[src/rtl/rv_index_to_onehot.sv]
// Combinational binary-index to one-hot decode with out-of-range flag.
// REVERSE mirrors the bit order so index 0 selects the MSB.
module rv_index_to_onehot #(
    parameter int N = 5,
    parameter bit REVERSE = 1'b0,
    localparam int LN = (N > 1) ? $clog2(N) : 1
) (
    input  logic [LN-1:0] index,
    output logic [N-1:0]  onehot,
    output logic          err
);

    // Only reachable when N is not a power of two (or N==1 with index 1).
    assign err = ({{(32-LN){1'b0}}, index} >= 32'(N));

    generate
        for (genvar gi = 0; gi < N; gi++) begin : g_bit
            localparam int SEL = REVERSE ? (N - 1 - gi) : gi;
            assign onehot[gi] = !err && (index == LN'(SEL));
        end
    endgenerate

endmodule

[src/rtl/rv_onehot_decoder.sv]
// Registered index-to-one-hot decoder with valid/ready on both sides and a
// one-entry skid buffer so throughput holds under output backpressure.
module rv_onehot_decoder #(
    parameter int N = 5,
    parameter bit REVERSE = 1'b0,
    localparam int LN = (N > 1) ? $clog2(N) : 1
) (
    input  logic          clk,
    input  logic          reset,
    input  logic          in_valid,
    output logic          in_ready,
    input  logic [LN-1:0] in_index,
    output logic          out_valid,
    input  logic          out_ready,
    output logic [N-1:0]  out_onehot,
    output logic          out_err,
    output logic          out_busy
);

    logic [N-1:0] dec_onehot;
    logic         dec_err;

    logic         main_valid_reg, main_valid_next;
    logic [N-1:0] main_onehot_reg, main_onehot_next;
    logic         main_err_reg, main_err_next;
    logic         skid_valid_reg, skid_valid_next;
    logic [N-1:0] skid_onehot_reg, skid_onehot_next;
    logic         skid_err_reg, skid_err_next;

    logic in_fire;
    logic out_fire;

    rv_index_to_onehot #(
        .N       (N),
        .REVERSE (REVERSE)
    ) u_dec (
        .index  (in_index),
        .onehot (dec_onehot),
        .err    (dec_err)
    );

    // Ready depends only on held state, never on out_ready.
    assign in_ready   = !skid_valid_reg;
    assign in_fire    = in_valid && in_ready;
    assign out_fire   = main_valid_reg && out_ready;

    assign out_valid  = main_valid_reg;
    assign out_onehot = main_onehot_reg;
    assign out_err    = main_err_reg;
    assign out_busy   = main_valid_reg | skid_valid_reg;

    always_comb begin
        main_valid_next  = main_valid_reg;
        main_onehot_next = main_onehot_reg;
        main_err_next    = main_err_reg;
        skid_valid_next  = skid_valid_reg;
        skid_onehot_next = skid_onehot_reg;
        skid_err_next    = skid_err_reg;

        if (skid_valid_reg) begin
            // Skid full: input is blocked; drain skid into main when main leaves.
            if (out_ready) begin
                main_valid_next  = 1'b1;
                main_onehot_next = skid_onehot_reg;
                main_err_next    = skid_err_reg;
                skid_valid_next  = 1'b0;
            end
        end else if (in_fire) begin
            if (!main_valid_reg || out_ready) begin
                main_valid_next  = 1'b1;
                main_onehot_next = dec_onehot;
                main_err_next    = dec_err;
            end else begin
                skid_valid_next  = 1'b1;
                skid_onehot_next = dec_onehot;
                skid_err_next    = dec_err;
            end
        end else if (out_fire) begin
            main_valid_next = 1'b0;
        end
    end

    always_ff @(posedge clk or posedge reset) begin
        if (reset) begin
            main_valid_reg  <= 1'b0;
            main_onehot_reg <= '0;
            main_err_reg    <= 1'b0;
            skid_valid_reg  <= 1'b0;
            skid_onehot_reg <= '0;
            skid_err_reg    <= 1'b0;
        end else begin
            main_valid_reg  <= main_valid_next;
            main_onehot_reg <= main_onehot_next;
            main_err_reg    <= main_err_next;
            skid_valid_reg  <= skid_valid_next;
            skid_onehot_reg <= skid_onehot_next;
            skid_err_reg    <= skid_err_next;
        end
    end

endmodule

[config.mk]
export PLATFORM = sky130hd
export DESIGN_NAME = rv_onehot_decoder
export DESIGN_NICKNAME = d
export VERILOG_FILES = /design/src/rtl/rv_index_to_onehot.sv /design/src/rtl/rv_onehot_decoder.sv
export SDC_FILE = /design/constraint.sdc
export NUM_CORES = 1
export LEC_CHECK = 0
export ABC_AREA = 0
export CORE_MARGIN = 2
export CORE_UTILIZATION = 30
export DETAILED_ROUTE_END_ITERATION = 10
export SETUP_SLACK_MARGIN = 0.1
export SLEW_MARGIN = 20
export SYNTH_ARGS = -nofsm -noshare
export SYNTH_HDL_FRONTEND = slang
export SYNTH_SLANG_ARGS = --single-unit
[constraint.sdc]
create_clock -name clk -period 2.8 [get_ports clk]
set_input_delay 0.42 -clock clk [delete_from_list [all_inputs] [get_ports clk]]
set_output_delay 0.42 -clock clk [all_outputs]
set_load 0.05 [all_outputs]
Yosys cells after proc, flatten, opt, wreduce, memory -nomap -nowiden
Cells that the tools add are included.
- multipliers: 0
- eq/ne operators: 6
- shift operators: 0
- div/mod/pow operators: 0
- muxes and demuxes: 17
- add/sub/neg operators: 0
- reductions and logical operators: 18
- $lt $le $gt $ge: 1
- bitwise logic cells: 3
- operators with widths (cell ; number):
    $mux W5 ; 4
    $mux W1 ; 13
    $reduce_and A3 Y1 ; 3
    $logic_and A1 B1 Y1 ; 7
    $eq A3 B2 Y1 const B ; 2
    $reduce_bool A2 Y1 ; 2
    $eq A3 B1 Y1 const B ; 1
    $eq A3 B3 Y1 const B ; 1
    $ge A3 B3 Y1 const B ; 1
    $logic_not A1 Y1 ; 3
    $logic_not A3 Y1 ; 1
    $ne A3 B2 Y1 const B ; 1
    $reduce_bool A3 Y1 ; 1
    $ne A2 B2 Y1 const B ; 1
    $not A1 Y1 ; 2
    $logic_or A1 B1 Y1 ; 1
    $or A1 B1 Y1 ; 1
- bits in registers: 14
- memory bits (read-only): 0
- memories kept: 0
- bits of input ports: 7
- output and inout port bits: 9
- bits in latches: 0
- memory bits (writable): 0
- logic and storage cells: 51

Depth between registers and ports, before layout
Gate-level depths: netlist (run 1).
- depth in word-level cells: 6
- gate-level depth with buffers: 5
- gate-level depth less buffers: 3

Hierarchy
From an unflattened synthesis (run 1), not the netlist that was laid out.
- cells, all modules: 50
- area total of the unflattened synthesis: 694.4 um^2
- modules (own cells, without submodules) (module ; area each (um^2) ; instances ; cells an instance ; seq. area each (um^2)):
    rv_onehot_decoder ; 649.4 ; 1 ; 44 ; 350.3
    rv_index_to_onehot ; 45.0 ; 1 ; 6 ; 0.0

Worst setup path before layout (run 1)
Ideal clock, no wire load.
- path kind: flip-flop to flip-flop
- start point: register main_valid_reg, in the netlist out_valid
- end point: register main_err_reg, in the netlist out_err
- library setup time: 0.125 ns
- clock period less this slack: 1.678 ns
- required time: 2.675 ns
- buffers on the path: 0
- cell stages (with the launch flop): 4
- path slack: 1.122 ns
- arrival: 1.553 ns
- cells stage by stage: dfrtp_1 -> or2_4 -> a22oi_4 -> mux2_2
- longest elaborated chain between the ends: 4
- RTL lines (element ; line ; RTL):
    from (decl) ; rv_onehot_decoder.sv:23 ; logic main_valid_reg, main_valid_next;
    from (signal assigned) ; rv_onehot_decoder.sv:92 ; main_valid_reg <= main_valid_next;
    $logic_not A1 Y1 ; rv_onehot_decoder.sv:69 ; if (!main_valid_reg || out_ready) begin
    $logic_or A1 B1 Y1 ; rv_onehot_decoder.sv:69 ;
    $reduce_bool A2 Y1 (no source line) ; -- ;
    $reduce_and A3 Y1 (no source line) ; -- ;
    to (signal assigned) ; rv_onehot_decoder.sv:94 ; main_err_reg <= main_err_next;
    to (decl) ; rv_onehot_decoder.sv:25 ; logic main_err_reg, main_err_next;
No other way between the ends.
A chain may end at the register's enable or synchronous reset.

Worst setup path in the final report (run 1)
- start point: register skid_valid_reg
- end point: output out_busy
- longest elaborated chain between the ends: 1
- RTL lines (element ; line ; RTL):
    from (decl) ; rv_onehot_decoder.sv:26 ; logic skid_valid_reg, skid_valid_next;
    from (signal assigned) ; rv_onehot_decoder.sv:95 ; skid_valid_reg <= skid_valid_next;
    $or A1 B1 Y1 ; rv_onehot_decoder.sv:50 ; assign out_busy = main_valid_reg | skid_valid_reg;
    to (decl) ; rv_onehot_decoder.sv:17 ; output logic out_busy
No other way between the ends.

==> results of run 1 <==
[critical path, delay by kind of cell (launching register included)]
family / cells / cell delay, ns
flops: 1 / 0.66
simple gates: 1 / 0.23
buf+inv: 1 / 0.79
[logic make-up after synthesis]
logic type,synth area share [%]
buffers and inverters,6.23
muxes,11.4
DFF,51.3
AOI/OAI and AO/OA,17.6
and+or+nand+nor,13.6
[cell type report]
cell class	instances	area share (%)
Clock buffer	4	4.12
Inverter	5	2.13
Multi-Input combinational cell	42	33.0
Sequential cell	14	39.8
Tap cell	28	3.98
Timing Repair Buffer	15	17.0
[cell usage after synthesis]
| library cell | count |
|---|---|
| a21oi_1 | 1 |
| a22o_1 | 2 |
| a22oi_4 | 1 |
| buf_2 | 1 |
| buf_6 | 1 |
| clkbuf_1 | 2 |
| dfrtp_1 | 14 |
| inv_1 | 5 |
| mux2_2 | 6 |
| mux2i_1 | 1 |
| nand2_1 | 11 |
| nand2b_1 | 1 |
| nand3b_1 | 1 |
| nand4bb_1 | 1 |
| nor2_1 | 3 |
| nor2b_1 | 1 |
| o21ai_0 | 7 |
| o31ai_1 | 2 |
| o41ai_1 | 3 |
| or2_4 | 1 |
[power breakdown]
part	total, mW	internal, mW	switching [mW]	leakage (nW)
logic	0.181	0.0700	0.111	0.185
registers	0.251	0.231	0.0205	0.184
clock network	0.144	0.0790	0.0654	0.0210
[layer usage]
layer | vias up | GRT usage (%)
met5 | - | 0
met1 | 259 | 14.9
met4 | 0 | 6.58
met2 | 14 | 16.5
li1 | 253 | -
met3 | 0 | 2.87
[worst paths after layout]
check                      cells after the start                        endpoint
setup / recovery                               2                        out_busy
setup reg to reg                               3       out_onehot[1]$_DFFE_PP0P_
min in group clk                               2  skid_onehot_reg[3]$_DFFE_PP0P_
hold reg to reg                                2  skid_onehot_reg[3]$_DFFE_PP0P_
max in group asynchronous                      2        skid_valid_reg$_DFF_PP0_
hold / removal                                 2             out_err$_DFFE_PP0P_
==> out/qor.yml, run 1 <==
wl_met2_um: 638
fillCellCount: 220
dp.final_hpwl_um: 889
slowest_delay_ns: 0.79
cts_root_buf: "clkbuf_4"
drtIter0Drc: 7
area_growth_pct: 28.9
reg2reg_from: "skid_valid_reg$_DFF_PP0_"
final_hold_viol_count: 0
die_area_sq_um: 2670
multi_input_area_sq_um: 290
path_class: "register to primary output"
io_buffers: 15
insertion_delay_ns: 0.27
yosys_warnings: 0
initial_utilization_pct: 31.2
grt_pass1_wl_mm: 2.17
drt-met1-wl_um: 591
fin_nets: 88
core_area_sq_um: 2190
die_w_um: 51.7
met3_length_um: 71
outcome: "completed"
start_kind: "register"
hold_buffers: 0
worstSetupStartpoint: "skid_valid_reg$_DFF_PP0_"
grt_max_degree: 19
cp_cell_sequence: "or2_4 -> clkdlybuf4s50_1"
synth_seq_cells: 14
stdcell_area_sq_um: 881
critPathSlowestCell: "clkdlybuf4s50_1"
slew_viol_final: 0
ys_top_cells_by_area: "dfrtp_1, mux2_2, nand2_1"
yosysTopAreaCellShare_pct: 51.3
tightestPinTransition_ns: 0.542
wl_mm: 1.30
synth_cell_types: 20
num_antenna_cells: 0
pwr_density_cell_nw_per_um2: 654
syn_avg_cell_area_sq_um: 10.5
antenna_found_initial: 0
synth_area_sq_um: 683
hold_path.class: "primary input to async pin"
cts_resized: 0
grt_usage_pct: 11.2
io_pins: 16
power_uw: 577
rows: 17
fmax_mhz: 420
grt_overflow_total: 0
fin_ws_ns: 0.420
setup_viol: 0
yosysTopAreaCell: "dfrtp_1"
layout_commonest_cell: "clkdlybuf4s50_1"
fin_cells: 108
max-vdd-ir-drop_uv: 243
crit_required_ns: 2.38
ant_nets: 0
layout-drive-gt1-share_pct: 15.0
post_dp_cell_area_sq_um: 845
clock_path_buffers: 2
gp_congestion: 0.778
vias: 526
cts_htree_levels: 1
synth.yosys.seq_area_share_pct: 51.3
p_leak_nw: 0.390
rrSetupSlack_ns: 1.13
rsz0062_at_grt: "false"
layout_common_cells: "clkdlybuf4s50_1, dfrtp_1, nand2_1"
max_cap_viol_count: 0
register_area_sq_um: 350
synth_cells: 65
clock-sinks: 14
die_h_um: 51.7
grt_pass1_vias: 496
dr.pass1.iters: 4
crit_path_max_fanout: 18
highest_layer: "met3"
cts_buffers: 3
period_needed_ns: 2.38
cp-end-kind: "primary output"
critPathArrivalTime_ns: 1.96
holdWs_ns: 0.477
finalCritPeriodShare_pct: 85.0
postCtsSetupBuffers: 0
cts_tree: "yes"
final_util_pct: 40.2
slew-limit-headroom_pct: 63.8
preCtsSetupSlack_ns: 0.730
drc: 0
wl_per_cell_um: 12.0
syn_nets: 72
setup_tns_ns: 0
path_clk_slew_ns: 0.08
clock_skew_ns: 0.000655
vias_per_cell: 4.87
dp_cells: 104
Power figures use the tool's default switching activity.
==> run 2: changes to the inputs <==
- MAX_ROUTING_LAYER: unset -> met4
- SYNTH_HIERARCHICAL: unset -> 1
- clock period: 2.8 -> 3 ns (I/O delays scaled with it)
==> out/qor.yml, run 2 <==
rows: 17
rsz0062_at_grt: "false"
cts_buffers: 3
synth_common_cells: "mux2_2, dfrtp_1, inv_1, nor3b_1"
cts_root_buf: "clkbuf_4"
wl_mm: 1.18
io_buffers: 15
yosys_warnings: 6
p_leak_nw: 0.410
async_flop_share_pct: 100
grt_pass1_wl_mm: 1.99
synth_seq_cells: 14
pwr_density_cell_nw_per_um2: 611
tightestPinTransition_ns: 0.543
cts_tree: "yes"
path_class: "register to primary output"
setup_viol: 0
yosysTopAreaCellShare_pct: 50.5
critPathArrivalTime_ns: 1.93
grt_overflow_total: 0
num_antenna_cells: 0
max_cap_viol_count: 0
antenna_found_initial: 0
die_area_sq_um: 2720
die_h_um: 52.1
layout_commonest_cell: "mux2_2"
fin_nets: 76
vias_per_cell: 4.56
syn_avg_cell_area_sq_um: 13.9
wl_per_cell_um: 12.3
synth_cells: 50
cp-end-kind: "primary output"
clock-sinks: 14
die_w_um: 52.1
postCtsSetupBuffers: 0
critPathSlowestCell: "clkdlybuf4s50_1"
fmax_mhz: 421
syn_nets: 57
insertion_delay_ns: 0.27
cts_resized: 0
crit_required_ns: 2.55
yosysTopAreaCell: "dfrtp_1"
synthMostInstantiatedCell: "mux2_2"
slowest_delay_ns: 0.80
grt_max_degree: 15
path_clk_slew_ns: 0.08
gp_congestion: 0.666
core_area_sq_um: 2190
slew_viol_final: 0
clock_path_buffers: 2
hold_path.class: "register to register"
final_hold_viol_count: 0
ys_top_cells_by_area: "dfrtp_1, mux2_2, nor3b_1"
layout_common_cells: "mux2_2, clkdlybuf4s50_1, dfrtp_1"
grt_pass1_vias: 422
synth.yosys.seq_area_share_pct: 50.5
max-vdd-ir-drop_uv: 225
power_uw: 553
area_growth_pct: 30.3
ys.flop_type: "dfrtp_1"
grt_usage_pct: 10.7
synth_area_sq_um: 694
rrSetupSlack_ns: 1.36
dr.pass1.iters: 2
slew-limit-headroom_pct: 63.8
ant_nets: 0
clock_skew_ns: 0.00107
crit_path_max_fanout: 11
dp.final_hpwl_um: 848
period_needed_ns: 2.38
drtIter0Drc: 3
vias: 438
layout-drive-gt1-share_pct: 39.7
initial_utilization_pct: 31.7
cp_cell_sequence: "or2_4 -> clkdlybuf4s50_1"
outcome: "completed"
drc: 0
synth_cell_types: 16
synth-edff-count: 0
cts_htree_levels: 1
setup_tns_ns: 0
finalCritPeriodShare_pct: 79.2
start_kind: "register"
io_pins: 16
hold_buffers: 0
[run 2: kinds of logic after synthesis]
logic type / count (synthesis) / share of synthesized area [%]
AOI/OAI and AO/OA: 4 / 5.58
and+or+nand+nor: 8 / 9.55
DFF: 14 / 50.5
muxes: 19 / 30.6
buffers and inverters: 5 / 3.78
[run 2: power by group]
| part | leakage (nW) | total, mW | switching (mW) | internal, mW |
|---|---|---|---|---|
| registers | 0.183 | 0.237 | 0.0191 | 0.218 |
| logic | 0.206 | 0.183 | 0.105 | 0.0788 |
| clock network | 0.0210 | 0.132 | 0.0586 | 0.0737 |
[run 2: final timing paths]
| path | depth (start not counted) | end | start |
|---|---|---|---|
| min in group asynchronous | 2 | out_onehot[1]$_DFFE_PP0P_ | reset |
| min | 1 | skid_onehot_reg[2]$_DFFE_PP0P_ | skid_onehot_reg[2]$_DFFE_PP0P_ |
| max reg2reg | 3 | out_onehot[4]$_DFFE_PP0P_ | skid_valid_reg$_DFF_PP0_ |
| max | 2 | out_busy | skid_valid_reg$_DFF_PP0_ |
| min reg2reg | 1 | skid_onehot_reg[2]$_DFFE_PP0P_ | skid_onehot_reg[2]$_DFFE_PP0P_ |
| max in group asynchronous | 2 | out_err$_DFFE_PP0P_ | reset |
[run 2: layout make-up]
cell class	instances	area (sq um)
Clock buffer	4	36.3
Inverter	4	15.0
Tap cell	28	35.0
Timing Repair Buffer	15	150
Sequential cell	14	350
Fill cell	218	1290
Multi-Input combinational cell	31	318
[run 2: worst max-delay path: cells and delay by family (launching register included)]
kind                   cells  cell delay (ns)
DFF                        1             0.63
buffers and inverters      1             0.80
and+or+nand+nor            1             0.23
[run 2: metrics by stage]
stage          instance area [sq um]  hold WS (ns)  setup slack (ns)  utilization [%]  cells
4_1_cts                          905         0.514             0.600             41.3     96
5_1_grt                          905         0.524             0.515             41.3     96
2_1_floorplan                    694         0.339              1.33                -     50
6_report                         905         0.508             0.623             41.3     96
3_3_place_gp                     868         0.484             0.947             39.6     92
3_5_place_dp                     868         0.493             0.903             39.6     92
[run 2: layer usage]
layer	global-route usage (%)	share of wire [%]
met1	14.5	47
met5	-	0
met2	14.1	48
met3	3.45	4.1
met4	5.26	0.68
==> run 3: changes to the inputs <==
- clock period: 3 -> 2.1 ns (I/O delays scaled with it)
==> out/qor.yml, run 3 (same netlist as run 2, synthesis figures left out) <==
layout-drive-gt1-share_pct: 42.6
antenna_found_initial: 0
cts_resized: 0
die_h_um: 52.1
grt_max_degree: 15
crit_required_ns: 1.78
max_cap_viol_count: 0
io_pins: 16
slowest_delay_ns: 0.82
wl_per_cell_um: 12.3
start_kind: "register"
cts_buffers: 3
fmax_mhz: 555
cp-end-kind: "primary output"
area_growth_pct: 29.5
period_needed_ns: 1.80
rsz0062_at_grt: "false"
cts_tree: "yes"
slew_viol_final: 0
fin_nets: 76
critPathArrivalTime_ns: 1.49
p_leak_nw: 0.410
critPathSlowestCell: "clkdlybuf4s50_1"
cts_root_buf: "clkbuf_4"
num_antenna_cells: 0
wl_mm: 1.18
final_util_pct: 41.1
path_delay_family: "buffers and inverters"
grt_overflow_total: 0
dr.pass1.iters: 2
preCtsSetupSlack_ns: 0.338
dp.final_hpwl_um: 838
post_dp_cell_area_sq_um: 863
path_class: "register to primary output"
max-vdd-ir-drop_uv: 403
grt_usage_pct: 10.5
pwr_density_cell_nw_per_um2: 880
stdcell_area_sq_um: 900
io_buffers: 15
setup_viol: 0
hold_path.class: "primary input to async pin"
path_clk_slew_ns: 0.08
setup_tns_ns: 0
layout_common_cells: "mux2_2, dfrtp_1, clkdlybuf4s50_1"
postCtsSetupBuffers: 0
crit_buf_inv: 1
die_w_um: 52.1
initial_utilization_pct: 31.7
crit_path_max_fanout: 4
cts_htree_levels: 1
tightestPinTransition_ns: 0.533
ant_nets: 0
clock_skew_ns: 0.00124
clock-sinks: 14
finalCritPeriodShare_pct: 85.8
outcome: "completed"
gp_congestion: 0.718
drtIter0Drc: 7
cp_cell_sequence: "clkdlybuf4s50_1"
slew-limit-headroom_pct: 64.4
rows: 17
grt_pass1_vias: 431
vias_per_cell: 4.64
insertion_delay_ns: 0.28
power_uw: 791
core_area_sq_um: 2190
clock_path_buffers: 2
final_hold_viol_count: 0
layout_commonest_cell: "mux2_2"
fin_ws_ns: 0.297
drc: 0
vias: 445
die_area_sq_um: 2720
hold_buffers: 0
grt_pass1_wl_mm: 1.95
run 3: cell count changes in the layout (fill, tap and decap cells not counted), sizes merged:
cell | previous run | this run
clkdlybuf4s50 | 15 | 13
buf | 0 | 2
run 3: layout make-up:
type / count / area [sq um]
tap: 28 / 35.0
clock buffer: 4 / 36.3
fill: 212 / 1290
timing repair buffer: 15 / 145
sequential: 14 / 350
inverter: 4 / 15.0
multi-input combinational: 31 / 318
run 3: report_power, final:
group	switching, mW	internal (mW)	total [mW]
registers	0.0265	0.312	0.338
logic	0.150	0.111	0.261
clock network	0.0868	0.105	0.192
run 3: routing by layer:
metal,wire length [um],GRT usage [%],vias up
met1,567,13.0,213
met5,0,-,-
met3,74,5.17,2
li1,-,-,214
met2,540,14.6,16
met4,2,3.95,0
run 3: per-stage QoR:
| stage | instances | hold WS [ns] |
|---|---|---|
| 2_1_floorplan | 50 | 0.204 |
| 3_3_place_gp | 92 | 0.485 |
| 3_5_place_dp | 92 | 0.492 |
| 4_1_cts | 96 | 0.391 |
| 5_1_grt | 96 | 0.414 |
| 6_report | 96 | 0.369 |
run 3: final timing paths:
path / from / end / slack [ns] / cells after the start
setup / recovery: out_valid$_DFFE_PP0P_ / out_valid / 0.30 / 1
hold / removal: reset / out_valid$_DFFE_PP0P_ / 0.37 / 2
setup reg to reg: skid_valid_reg$_DFF_PP0_ / out_onehot[2]$_DFFE_PP0P_ / 0.44 / 3
hold reg to reg: skid_onehot_reg[2]$_DFFE_PP0P_ / skid_onehot_reg[2]$_DFFE_PP0P_ / 0.51 / 1
max in group asynchronous: reset / out_err$_DFFE_PP0P_ / 1.38 / 2
min in group clk: skid_onehot_reg[2]$_DFFE_PP0P_ / skid_onehot_reg[2]$_DFFE_PP0P_ / 0.51 / 1
